File: src/rtl/sc_hit_accumulator.sv
// Accumulates adder hit counts over a window of WINDOW valid samples and publishes a saturated total, a threshold flag and a done pulse.
// Latency: results and the done pulse appear one edge after the final valid sample is accepted.
// No backpressure: gaps in sumValid simply stall the window; start is ignored while busy.
module sc_hit_accumulator #(
    parameter int          SUM_WIDTH = 4,
    parameter int          ACC_WIDTH = 8,
    parameter int          WINDOW    = 16,
    parameter int          CNT_WIDTH = 8,
    parameter int unsigned THRESHOLD = 10
) (
    input  logic                 SC_HITACC_CLOCK_50,
    input  logic                 SC_HITACC_RESET_InLow,
    input  logic                 SC_HITACC_start_In,
    input  logic                 SC_HITACC_clear_In,
    input  logic [SUM_WIDTH-1:0] SC_HITACC_sum_In,
    input  logic                 SC_HITACC_sumValid_In,
    output logic [ACC_WIDTH-1:0] SC_HITACC_total_Out,
    output logic                 SC_HITACC_overThreshold_Out,
    output logic                 SC_HITACC_done_Out,
    output logic                 SC_HITACC_busy_Out
);

    typedef enum logic [1:0] {
        IDLE   = 2'd0,
        ACCUM  = 2'd1,
        REPORT = 2'd2
    } state_t;

    localparam logic [CNT_WIDTH-1:0] LAST_CNT = CNT_WIDTH'(WINDOW - 1);
    localparam logic [ACC_WIDTH-1:0] ACC_MAX  = '1;

    state_t               state, stateNext;
    logic [ACC_WIDTH-1:0] acc, accNext;
    logic [CNT_WIDTH-1:0] cnt, cntNext;
    logic [ACC_WIDTH-1:0] totalNext;
    logic                 overNext;
    logic                 doneNext;
    logic [ACC_WIDTH:0]   accSum;
    logic [ACC_WIDTH-1:0] accSat;
    logic                 accOver;

    // One extra bit catches the carry so the add clamps instead of wrapping.
    assign accSum  = {1'b0, acc} + (ACC_WIDTH + 1)'(SC_HITACC_sum_In);
    assign accSat  = accSum[ACC_WIDTH] ? ACC_MAX : accSum[ACC_WIDTH-1:0];
    assign accOver = (32'(acc) >= THRESHOLD);

    assign SC_HITACC_busy_Out = (state != IDLE);

    always_comb begin
        stateNext = state;
        accNext   = acc;
        cntNext   = cnt;
        totalNext = SC_HITACC_total_Out;
        overNext  = SC_HITACC_overThreshold_Out;
        doneNext  = 1'b0;
        if (SC_HITACC_clear_In) begin
            stateNext = IDLE;
            accNext   = '0;
            cntNext   = '0;
            totalNext = '0;
            overNext  = 1'b0;
        end else begin
            case (state)
                IDLE: begin
                    if (SC_HITACC_start_In) begin
                        accNext   = '0;
                        cntNext   = '0;
                        stateNext = ACCUM;
                    end
                end
                ACCUM: begin
                    if (SC_HITACC_sumValid_In) begin
                        accNext = accSat;
                        if (cnt == LAST_CNT) begin
                            stateNext = REPORT;
                        end else begin
                            cntNext = cnt + CNT_WIDTH'(1);
                        end
                    end
                end
                REPORT: begin
                    totalNext = acc;
                    overNext  = accOver;
                    doneNext  = 1'b1;
                    stateNext = IDLE;
                end
                default: stateNext = IDLE;
            endcase
        end
    end

    always_ff @(posedge SC_HITACC_CLOCK_50 or negedge SC_HITACC_RESET_InLow) begin
        if (!SC_HITACC_RESET_InLow) begin
            state                       <= IDLE;
            acc                         <= '0;
            cnt                         <= '0;
            SC_HITACC_total_Out         <= '0;
            SC_HITACC_overThreshold_Out <= 1'b0;
            SC_HITACC_done_Out          <= 1'b0;
        end else begin
            state                       <= stateNext;
            acc                         <= accNext;
            cnt                         <= cntNext;
            SC_HITACC_total_Out         <= totalNext;
            SC_HITACC_overThreshold_Out <= overNext;
            SC_HITACC_done_Out          <= doneNext;
        end
    end

endmodule

File: config.mk
export PLATFORM = sky130hd
export DESIGN_NAME = sc_hit_accumulator
export DESIGN_NICKNAME = d
export VERILOG_FILES = /design/src/rtl/sc_hit_accumulator.sv
export SDC_FILE = /design/constraint.sdc
export NUM_CORES = 1
export LEC_CHECK = 0
export BUFFER_PORTS_ARGS = -buffer_cell sky130_fd_sc_hd__buf_2
export CORE_UTILIZATION = 25
export DETAILED_ROUTE_END_ITERATION = 10
export PLACE_DENSITY = 0.44
export SLEW_MARGIN = 20
export SYNTH_ARGS = -nofsm -noshare
export SYNTH_HDL_FRONTEND = slang
export SYNTH_SLANG_ARGS = --single-unit
File: constraint.sdc
create_clock -name SC_HITACC_CLOCK_50 -period 1.7 [get_ports SC_HITACC_CLOCK_50]
set_input_delay 0.51 -clock SC_HITACC_CLOCK_50 [delete_from_list [all_inputs] [get_ports SC_HITACC_CLOCK_50]]
set_output_delay 0.51 -clock SC_HITACC_CLOCK_50 [all_outputs]
set_load 0.05 [all_outputs]
==> out/metrics.csv, run 1 <==
metric,value,unit
cts_root_buf,clkbuf_8,
hp-class,in -> async,
gp_congestion,0.789,
portBuffers,19,
worstPathRequired,1.91,ns
irDropWorstVdd,0.279,mV
maxCapViolations,0,
post-place-ws,-0.311,ns
synthToLayoutAreaGrowth,36.1,%
die_x,79.9,um
fillers,608,
crit_chain,ha_4 > fa_2 > a211oi_4 > nor2_2 > a41o_1 > a21oi_1,
slew_violations,0,
whs,0.230,ns
cts_tree,yes,
crit_type,reg -> reg,
ant_nets,0,
synth_top_family_by_area,compound AO/OA/AOI/OAI gates,
cpMaxStageDelayCell,dfrtp_1,
synthAdderAreaFrac,0.0545,
hold_buffers,0,
synthSimpleGateAreaFrac,0.205,
stdcell_count,280,
gr-total-overflow,0,
status,finished with violations,
clockBufferDepth,2,
layout.nets,221,
drc,0,
viasPerCell,4.79,
synth_seq_cells,28,
synthXorXnorAreaFrac,0.0116,
syn_area,0.00152,mm2
powerDensity,680,mW/mm2
worstPathArrival,1.97,ns
clkLatencyLatePin,0.28,ns
rsz0062_at_grt,yes,
fin_ws,-0.0555,ns
die_h,79.9,um
htreeDepth,1,
drive_above_1_share,0.337,
grt_pass1_vias,1321,
track_usage,0.119,
antenna_found_initial,0,
numCtsBuffers,3,
wl_per_cell,13.1,um
routed_wl,3680,um
cts.reportedPaths.clkPinSlew,0.10,ns
die-area,0.00638,mm2
seq_area_frac_synth,0.462,
initial_core_util,0.258,
coreArea,0.00589,mm2
yosysUniqueCellTypes,42,
syn_inst,162,
min_period,1.76,ns
clock-sinks,28,
worst_slew_pin_slew,0.632,ns
endpoint_kind,register,
dp_cells,271,
start_kind,register,
diodes,0,
ioPinCount,20,
setup_viol,4,
grt_max_degree,29,
max_freq,570,MHz
yosysWarnings,0,
drtIter0Drc,56,
synth_edf_count,0,
period_share,1.03,
synth_mux_area_frac,0.00660,
vias,1342,
hold_viol,0,
grt_pass1_wl,6030,um
setup_tns,-0.132,ns
synth_compound_area_frac,0.224,
ys_async_sr_fraction,1.00,
fin_util,0.351,
violations,setup timing,
synth_nets,177,
finalClockSkew,0.00625,ns
floorplan.rows,28,
slew_headroom,0.578,
dp.final_hpwl,2700,um
synthFlopType,dfrtp_1,
synth.avg_cell_area,9.36,um2
final_cell_mix,"28 x dfrtp_1, 28 x nand2_1, 25 x buf_4",
worstPathMaxFanout,3,
p_leak,0.924,nW
detail_route.first_pass.iterations,4,
cp_slowest_stage_delay,0.42,ns
## metrics by stage
stage                     cell area [um2]  power (mW)
after CTS                            1990        1.40
after global routing                 2060        1.46
after detailed placement             1860       0.844
after global placement               1860       0.843
final                                2060        1.40
after floorplan                      1540       0.774
## logic make-up (layout without fill, tap and decap cells)
kind of cell    after synthesis  count (layout)
simple gates                 62              62
compound gates               52              53
fa+ha+maj                     6               6
buf+inv                      11              53
xor+xnor                      2               2
flops                        28              28
mux                           1               1
## critical path, delay by kind of cell, from the launching register on
family                     cells  cell delay (ns)
DFF                            1             0.42
and+or+nand+nor                1             0.09
AOI/OAI and AO/OA              3             0.63
adders and majority gates      2             0.55
## layer usage
metal,routed length (um),global-route usage
met5,0,0
met4,65,0.0500
met3,79,0.0114
met2,1760,0.198
met1,1770,0.158
## where the power goes
part / total (mW) / internal (mW) / leakage [nW] / switching [mW]
clock: 0.538 / 0.316 / 0.0357 / 0.222
combinational: 0.185 / 0.0918 / 0.500 / 0.0930
sequential: 0.682 / 0.673 / 0.388 / 0.00828
total: 1.40 / 1.08 / 0.924 / 0.323
## synth_stat cells (2+ instances only)
cell type / instances / area (um2)
dfrtp_1: 28 / 701
nand2_1: 28 / 105
a21oi_1: 13 / 65.1
o21ai_0: 12 / 60.1
nand3_1: 8 / 40.0
o31ai_1: 8 / 60.1
clkbuf_1: 6 / 22.5
ha_1: 5 / 62.6
nor2_1: 5 / 18.8
or4_1: 4 / 30.0
a21boi_1: 3 / 22.5
inv_1: 3 / 11.3
a41o_1: 2 / 20.0
and2_1: 2 / 12.5
buf_6: 2 / 22.5
nand4_1: 2 / 12.5
nor2b_1: 2 / 12.5
nor3_1: 2 / 10.0
nor4_1: 2 / 12.5
o21bai_1: 2 / 15.0
or2_2: 2 / 12.5
## what timing repair did
item                       in CTS  in global routing
gates resized for setup        10                 11
setup endpoints to repair       9                 15
pin swaps                       5                 10
setup buffers                   3                  1
cloned                          0                  1
## area by class of cell
class	count	area (um2)	share of cell area
timing repair buffer	46	315	0.153
inverter	3	11.3	0.00545
sequential	28	701	0.339
multi-input combinational	124	872	0.422
clock inverter	1	30.0	0.0145
tap	75	93.8	0.0455
clock buffer	3	41.3	0.0200
## flip-flops by register name, indices dropped and copies added, names as in the netlist
| register | cells |
|---|---|
| SC_HITACC_total_Out | 8 |
| acc | 8 |
| cnt | 8 |
| state | 2 |
| SC_HITACC_done_Out | 1 |
| SC_HITACC_overThreshold_Out | 1 |
## final timing paths
path / startpoint / endpoint / slack, ns / depth (start not counted)
max in group asynchronous: SC_HITACC_RESET_InLow / cnt[3]$_DFFE_PN0P_ / 1.05 / 1
min: SC_HITACC_RESET_InLow / SC_HITACC_total_Out[1]$_DFFE_PN0P_ / 0.23 / 1
max: acc[0]$_DFFE_PN0P_ / acc[6]$_DFFE_PN0P_ / -0.06 / 6
max reg2reg: acc[0]$_DFFE_PN0P_ / acc[6]$_DFFE_PN0P_ / -0.06 / 6
min in group SC_HITACC_CLOCK_50: SC_HITACC_total_Out[7]$_DFFE_PN0P_ / SC_HITACC_total_Out[7]$_DFFE_PN0P_ / 0.52 / 2
min reg2reg: SC_HITACC_total_Out[7]$_DFFE_PN0P_ / SC_HITACC_total_Out[7]$_DFFE_PN0P_ / 0.52 / 2
Note: power is estimated with default switching activity, not from simulation.
==> run 2: changes to the inputs <==
CORE_MARGIN = 8   (was unset)
CTS_CLUSTER_DIAMETER = 120   (was unset)
==> out/metrics.csv, run 2 (synthesis results as in run 1) <==
metric,value,unit,change
grt_pass1_vias,1408,,+6.6%
dr_wl_met2,1750,um,-0.28%
dp.final_hpwl,2830,um,+4.9%
fin_util,0.357,,+0.00638
ioPinCount,20,,unchanged
drc,0,,unchanged
clkLatencyLatePin,0.28,ns,about the same
diodes,0,,unchanged
wl_per_cell,13.3,um,+1.4%
clock-sinks,28,,unchanged
hold_buffers,0,,unchanged
period_share,1.02,,-0.00787
track_usage,0.0904,,-0.0291
die_x,93.9,um,+18%
gr-total-overflow,0,,unchanged
grt_max_degree,29,,unchanged
routed.top_layer,met4,,
drtIter0Drc,39,,-30%
hold_viol,0,,unchanged
top_regs,"SC_HITACC_total_Out (8), acc (8), cnt (8)",,
finalClockSkew,0.00337,ns,-0.00287 ns
portBuffers,19,,unchanged
endpoint_kind,register,,
setup_viol,4,,unchanged
p_total,1.41,mW,+0.25%
wl_met1,1830,um,+3.0%
cts_tree,yes,,
antenna_found_initial,0,,unchanged
p_leak,0.938,nW,+1.5%
layout.nets,224,,+1.4%
ant_nets,0,,unchanged
detail_route.first_pass.iterations,4,,unchanged
floorplan.rows,28,,unchanged
setup_tns,-0.123,ns,+0.00952 ns
final_cell_mix,"28 x nand2_1, 28 x buf_4, 27 x dfrtp_1",,
min_period,1.74,ns,-0.0134 ns
violations,setup timing,,
worstPathMaxFanout,3,,unchanged
crit_type,reg -> reg,,
slew_headroom,0.753,,+0.175
worst_slew_pin_slew,0.370,ns,-0.263 ns
worstPathRequired,1.92,ns,about the same
cts.reportedPaths.clkPinSlew,0.10,ns,about the same
powerDensity,670,mW/mm2,-1.5%
initial_core_util,0.258,,unchanged
rsz0062_at_grt,yes,,
worstPathArrival,1.96,ns,about the same
hp-class,in -> async,,
max_freq,574,MHz,+0.77%
cts_root_buf,clkbuf_8,,
irDropWorstVdd,0.263,mV,-5.7%
gp_congestion,0.815,,+3.2%
routed_wl,3770,um,+2.5%
vias,1357,,+1.1%
fin_ws,-0.0422,ns,+0.0134 ns
htreeDepth,1,,unchanged
viasPerCell,4.80,,about the same
route.met3.wl,107,um,+35%
start_kind,register,,
numCtsBuffers,3,,unchanged
coreArea,0.00589,mm2,unchanged
slew_violations,0,,unchanged
die-area,0.00881,mm2,+38%
die_h,93.9,um,+18%
grt_pass1_wl,6480,um,+7.4%
drive_above_1_share,0.356,,+0.0192
clockBufferDepth,2,,unchanged
maxCapViolations,0,,unchanged
status,finished with violations,,
synthToLayoutAreaGrowth,38.6,%,
run 2: changes by cell type in the layout (fill, tap and decap cells not counted), moves of 2 or more:
cell / before / now
buf_4: 25 / 28
o31ai_1: 8 / 5
ha_1: 1 / 3
ha_4: 3 / 1
o31ai_4: 0 / 2
run 2: what timing repair did:
action	CTS	global route
cloned	0	1
gates resized for setup	9	18
buffers inserted	4	2
endpoints found under the setup margin	9	16
pin swaps	5	11
run 2: layer usage:
| layer | track usage | vias up |
|---|---|---|
| li1 | - | 688 |
| met3 | 0.0160 | 6 |
| met4 | 0.0476 | 0 |
| met2 | 0.146 | 12 |
| met5 | 0 | - |
| met1 | 0.112 | 651 |
run 2: report_power, final:
part           internal, mW  total (mW)  switching (mW)  leakage (nW)
combinational        0.0943       0.191          0.0970         0.516
clock                 0.316       0.535           0.219        0.0357
sequential            0.673       0.681         0.00786         0.387
run 2: metrics by stage:
step | cells | worst slack [ns] | cell area [um2] | hold WS, ns
floorplan | 162 | -0.111 | 1540 | 0.214
global placement | 273 | -0.302 | 1870 | 0.510
detailed placement | 273 | -0.342 | 1870 | 0.513
CTS | 281 | -0.0909 | 2010 | 0.224
global route | 283 | -0.144 | 2100 | 0.232
finish | 283 | -0.0422 | 2100 | 0.211
run 2: final timing paths:
kind,start,endpoint,slack (ns),cells past startpoint
worst min register to register,SC_HITACC_total_Out[4]$_DFFE_PN0P_,SC_HITACC_total_Out[4]$_DFFE_PN0P_,0.52,2
worst max register to register,acc[0]$_DFFE_PN0P_,acc[6]$_DFFE_PN0P_,-0.04,6
min in group SC_HITACC_CLOCK_50,SC_HITACC_total_Out[4]$_DFFE_PN0P_,SC_HITACC_total_Out[4]$_DFFE_PN0P_,0.52,2
max in group asynchronous,SC_HITACC_RESET_InLow,state[1]$_DFFE_PN0P_,1.20,2
worst min-delay path,SC_HITACC_RESET_InLow,acc[4]$_DFFE_PN0P_,0.21,2
worst max-delay path,acc[0]$_DFFE_PN0P_,acc[6]$_DFFE_PN0P_,-0.04,6
run 2: worst max-delay path, stage by stage (launching register included):
cell      delay, ns
dfrtp_1        0.42
ha_4           0.17
fa_2           0.37
a211oi_4       0.28
nor2_2         0.10
a41o_1         0.23
a21oi_2        0.11
run 2: layout make-up:
cell class,count,area [um2]
Timing Repair Buffer,49,338
Clock buffer,3,41.3
Tap cell,75,93.8
Clock inverter,1,30.0
Fill cell,611,3780
Inverter,3,11.3
Multi-Input combinational cell,124,886
Sequential cell,28,702
==> run 3: changes to the inputs <==
PLACE_DENSITY = 0.51   (was 0.44)
clock period = 2.11 ns   (was 1.7 ns; I/O delays follow)
==> out/metrics.csv, run 3 (synthesis results as in run 1) <==
metric,value,unit,change
fillers,629,,+2.9%
post_dp_cell_area,0.00173,mm2,-7.5%
rsz0062_at_grt,no,,
track_usage,0.0840,,-0.00642
dp_cells,257,,-5.9%
powerDensity,601,mW/mm2,-10%
routed_wl,3430,um,-9.1%
worstPathMaxFanout,9,,+6
ant_nets,0,,unchanged
wl_met1,1620,um,-11%
dr_wl_met2,1570,um,-11%
grt_max_degree,29,,unchanged
pwr-share-clk,0.398,,+0.018
floorplan.rows,28,,unchanged
stdcell_count,261,,-7.8%
p_seq_frac,0.508,,+0.024
gp_congestion,0.796,,-2.2%
clockBufferDepth,2,,unchanged
irDropWorstVdd,0.243,mV,-7.5%
dp.final_hpwl,2610,um,-7.6%
grt_pass1_wl,5970,um,-7.9%
whs,0.351,ns,+0.140 ns
layout.nets,202,,-9.8%
wl_per_cell,13.1,um,-1.4%
die_x,93.9,um,unchanged
fin_area,0.00180,mm2,-14%
route.met3.wl,150,um,+40%
slew_violations,0,,unchanged
detail_route.first_pass.iterations,4,,unchanged
power_switching,0.246,mW,-24%
p_comb_frac,0.094,,-0.042
final_cell_mix,"28 x dfrtp_1, 28 x nand2_1, 19 x buf_2",,
setup_tns,0,ns,+0.123 ns
routed.top_layer,met4,,
die-area,0.00881,mm2,unchanged
cts_resized,0,,-9
drc,0,,unchanged
min_period,1.94,ns,
cts_tree,yes,,
vias,1268,,-6.6%
coreArea,0.00589,mm2,unchanged
ioPinCount,20,,unchanged
maxCapViolations,0,,unchanged
p_total,1.08,mW,-23%
hp-class,in -> async,,
swShare,0.227,,-0.00355
synthToLayoutAreaGrowth,19.0,%,
hold_viol,0,,unchanged
htreeDepth,1,,unchanged
max_freq,516,MHz,
cts_root_buf,clkbuf_8,,
fin_util,0.307,,-0.0506
numCtsBuffers,3,,unchanged
portBuffers,19,,unchanged
p_int,0.838,mW,-23%
drive_above_1_share,0.194,,-0.162
top_regs,"SC_HITACC_total_Out (8), acc (8), cnt (8)",,
start_kind,register,,
p_leak,0.828,nW,-12%
grt_pass1_vias,1285,,-8.7%
initial_core_util,0.258,,unchanged
clock-sinks,28,,unchanged
period_share,0.918,,
post-place-ws,-0.0999,ns,+0.242 ns
crit_type,reg -> out,,
diodes,0,,unchanged
viasPerCell,4.86,,+1.3%
cts.reportedPaths.clkPinSlew,0.10,ns,about the same
die_h,93.9,um,unchanged
worst_slew_pin_slew,0.612,ns,+0.243 ns
fin_ws,0.173,ns,+0.215 ns
antenna_found_initial,0,,unchanged
gr-total-overflow,0,,unchanged
worstPathArrival,1.30,ns,-0.66 ns
cts_setup_buffers,0,,-4
worstPathRequired,1.48,ns,-0.44 ns
slew_headroom,0.592,,-0.161
hold_buffers,0,,unchanged
finalClockSkew,0.00196,ns,-0.00141 ns
status,completed,,
setup_viol,0,,-4
endpoint_kind,primary output,,
drtIter0Drc,64,,+64%
clkLatencyLatePin,0.28,ns,about the same
-- run 3: cell types whose count changed in the layout (fill, tap and decap cells not counted), moves of 3 or more --
cell     delta
buf_4      -19
o21ai_0     +5
o21ai_1     -5
o31ai_1     +3
-- run 3: path summary, 6_finish.rpt --
kind	from	end	slack [ns]	cells past startpoint
setup / recovery	state[0]$_DFFE_PN0P_	SC_HITACC_busy_Out	0.17	2
hold / removal	SC_HITACC_RESET_InLow	cnt[7]$_DFFE_PN0P_	0.35	1
setup reg to reg	acc[0]$_DFFE_PN0P_	acc[6]$_DFFE_PN0P_	0.23	6
hold reg to reg	acc[0]$_DFFE_PN0P_	acc[0]$_DFFE_PN0P_	0.52	2
max in group asynchronous	SC_HITACC_RESET_InLow	SC_HITACC_overThreshold_Out$_DFFE_PN0P_	1.36	1
min in group SC_HITACC_CLOCK_50	acc[0]$_DFFE_PN0P_	acc[0]$_DFFE_PN0P_	0.52	2
-- run 3: worst max-delay path: stages (launching register included) --
cell and delay, ns:
dfrtp_1 0.48, or2_2 0.33, buf_2 0.21
-- run 3: final cells by class --
cell class | instances | area, um2 | area share
inverters | 3 | 11.3 | 0.00624
flip-flops and latches | 28 | 701 | 0.388
clock buffers | 3 | 41.3 | 0.0229
well taps | 75 | 93.8 | 0.0520
clock inverters | 1 | 30.0 | 0.0166
repair buffers | 28 | 163 | 0.0902
multi-input cells | 123 | 764 | 0.424
-- run 3: power by group through the flow --
| stage | Clock (mW) | Combinational (mW) | Sequential (mW) |
|---|---|---|---|
| global route | 0.455 | 0.116 | 0.553 |
| CTS | 0.439 | 0.104 | 0.551 |
| global placement | 0 | 0.104 | 0.562 |
| detailed placement | 0 | 0.103 | 0.562 |
| floorplan | 0 | 0.0638 | 0.558 |
| finish | 0.432 | 0.102 | 0.551 |
-- run 3: layer usage --
metal	vias to the layer above	global-route usage
li1	640	-
met1	596	0.102
met2	27	0.139
met3	5	0.0120
met4	0	0.0476
met5	-	0
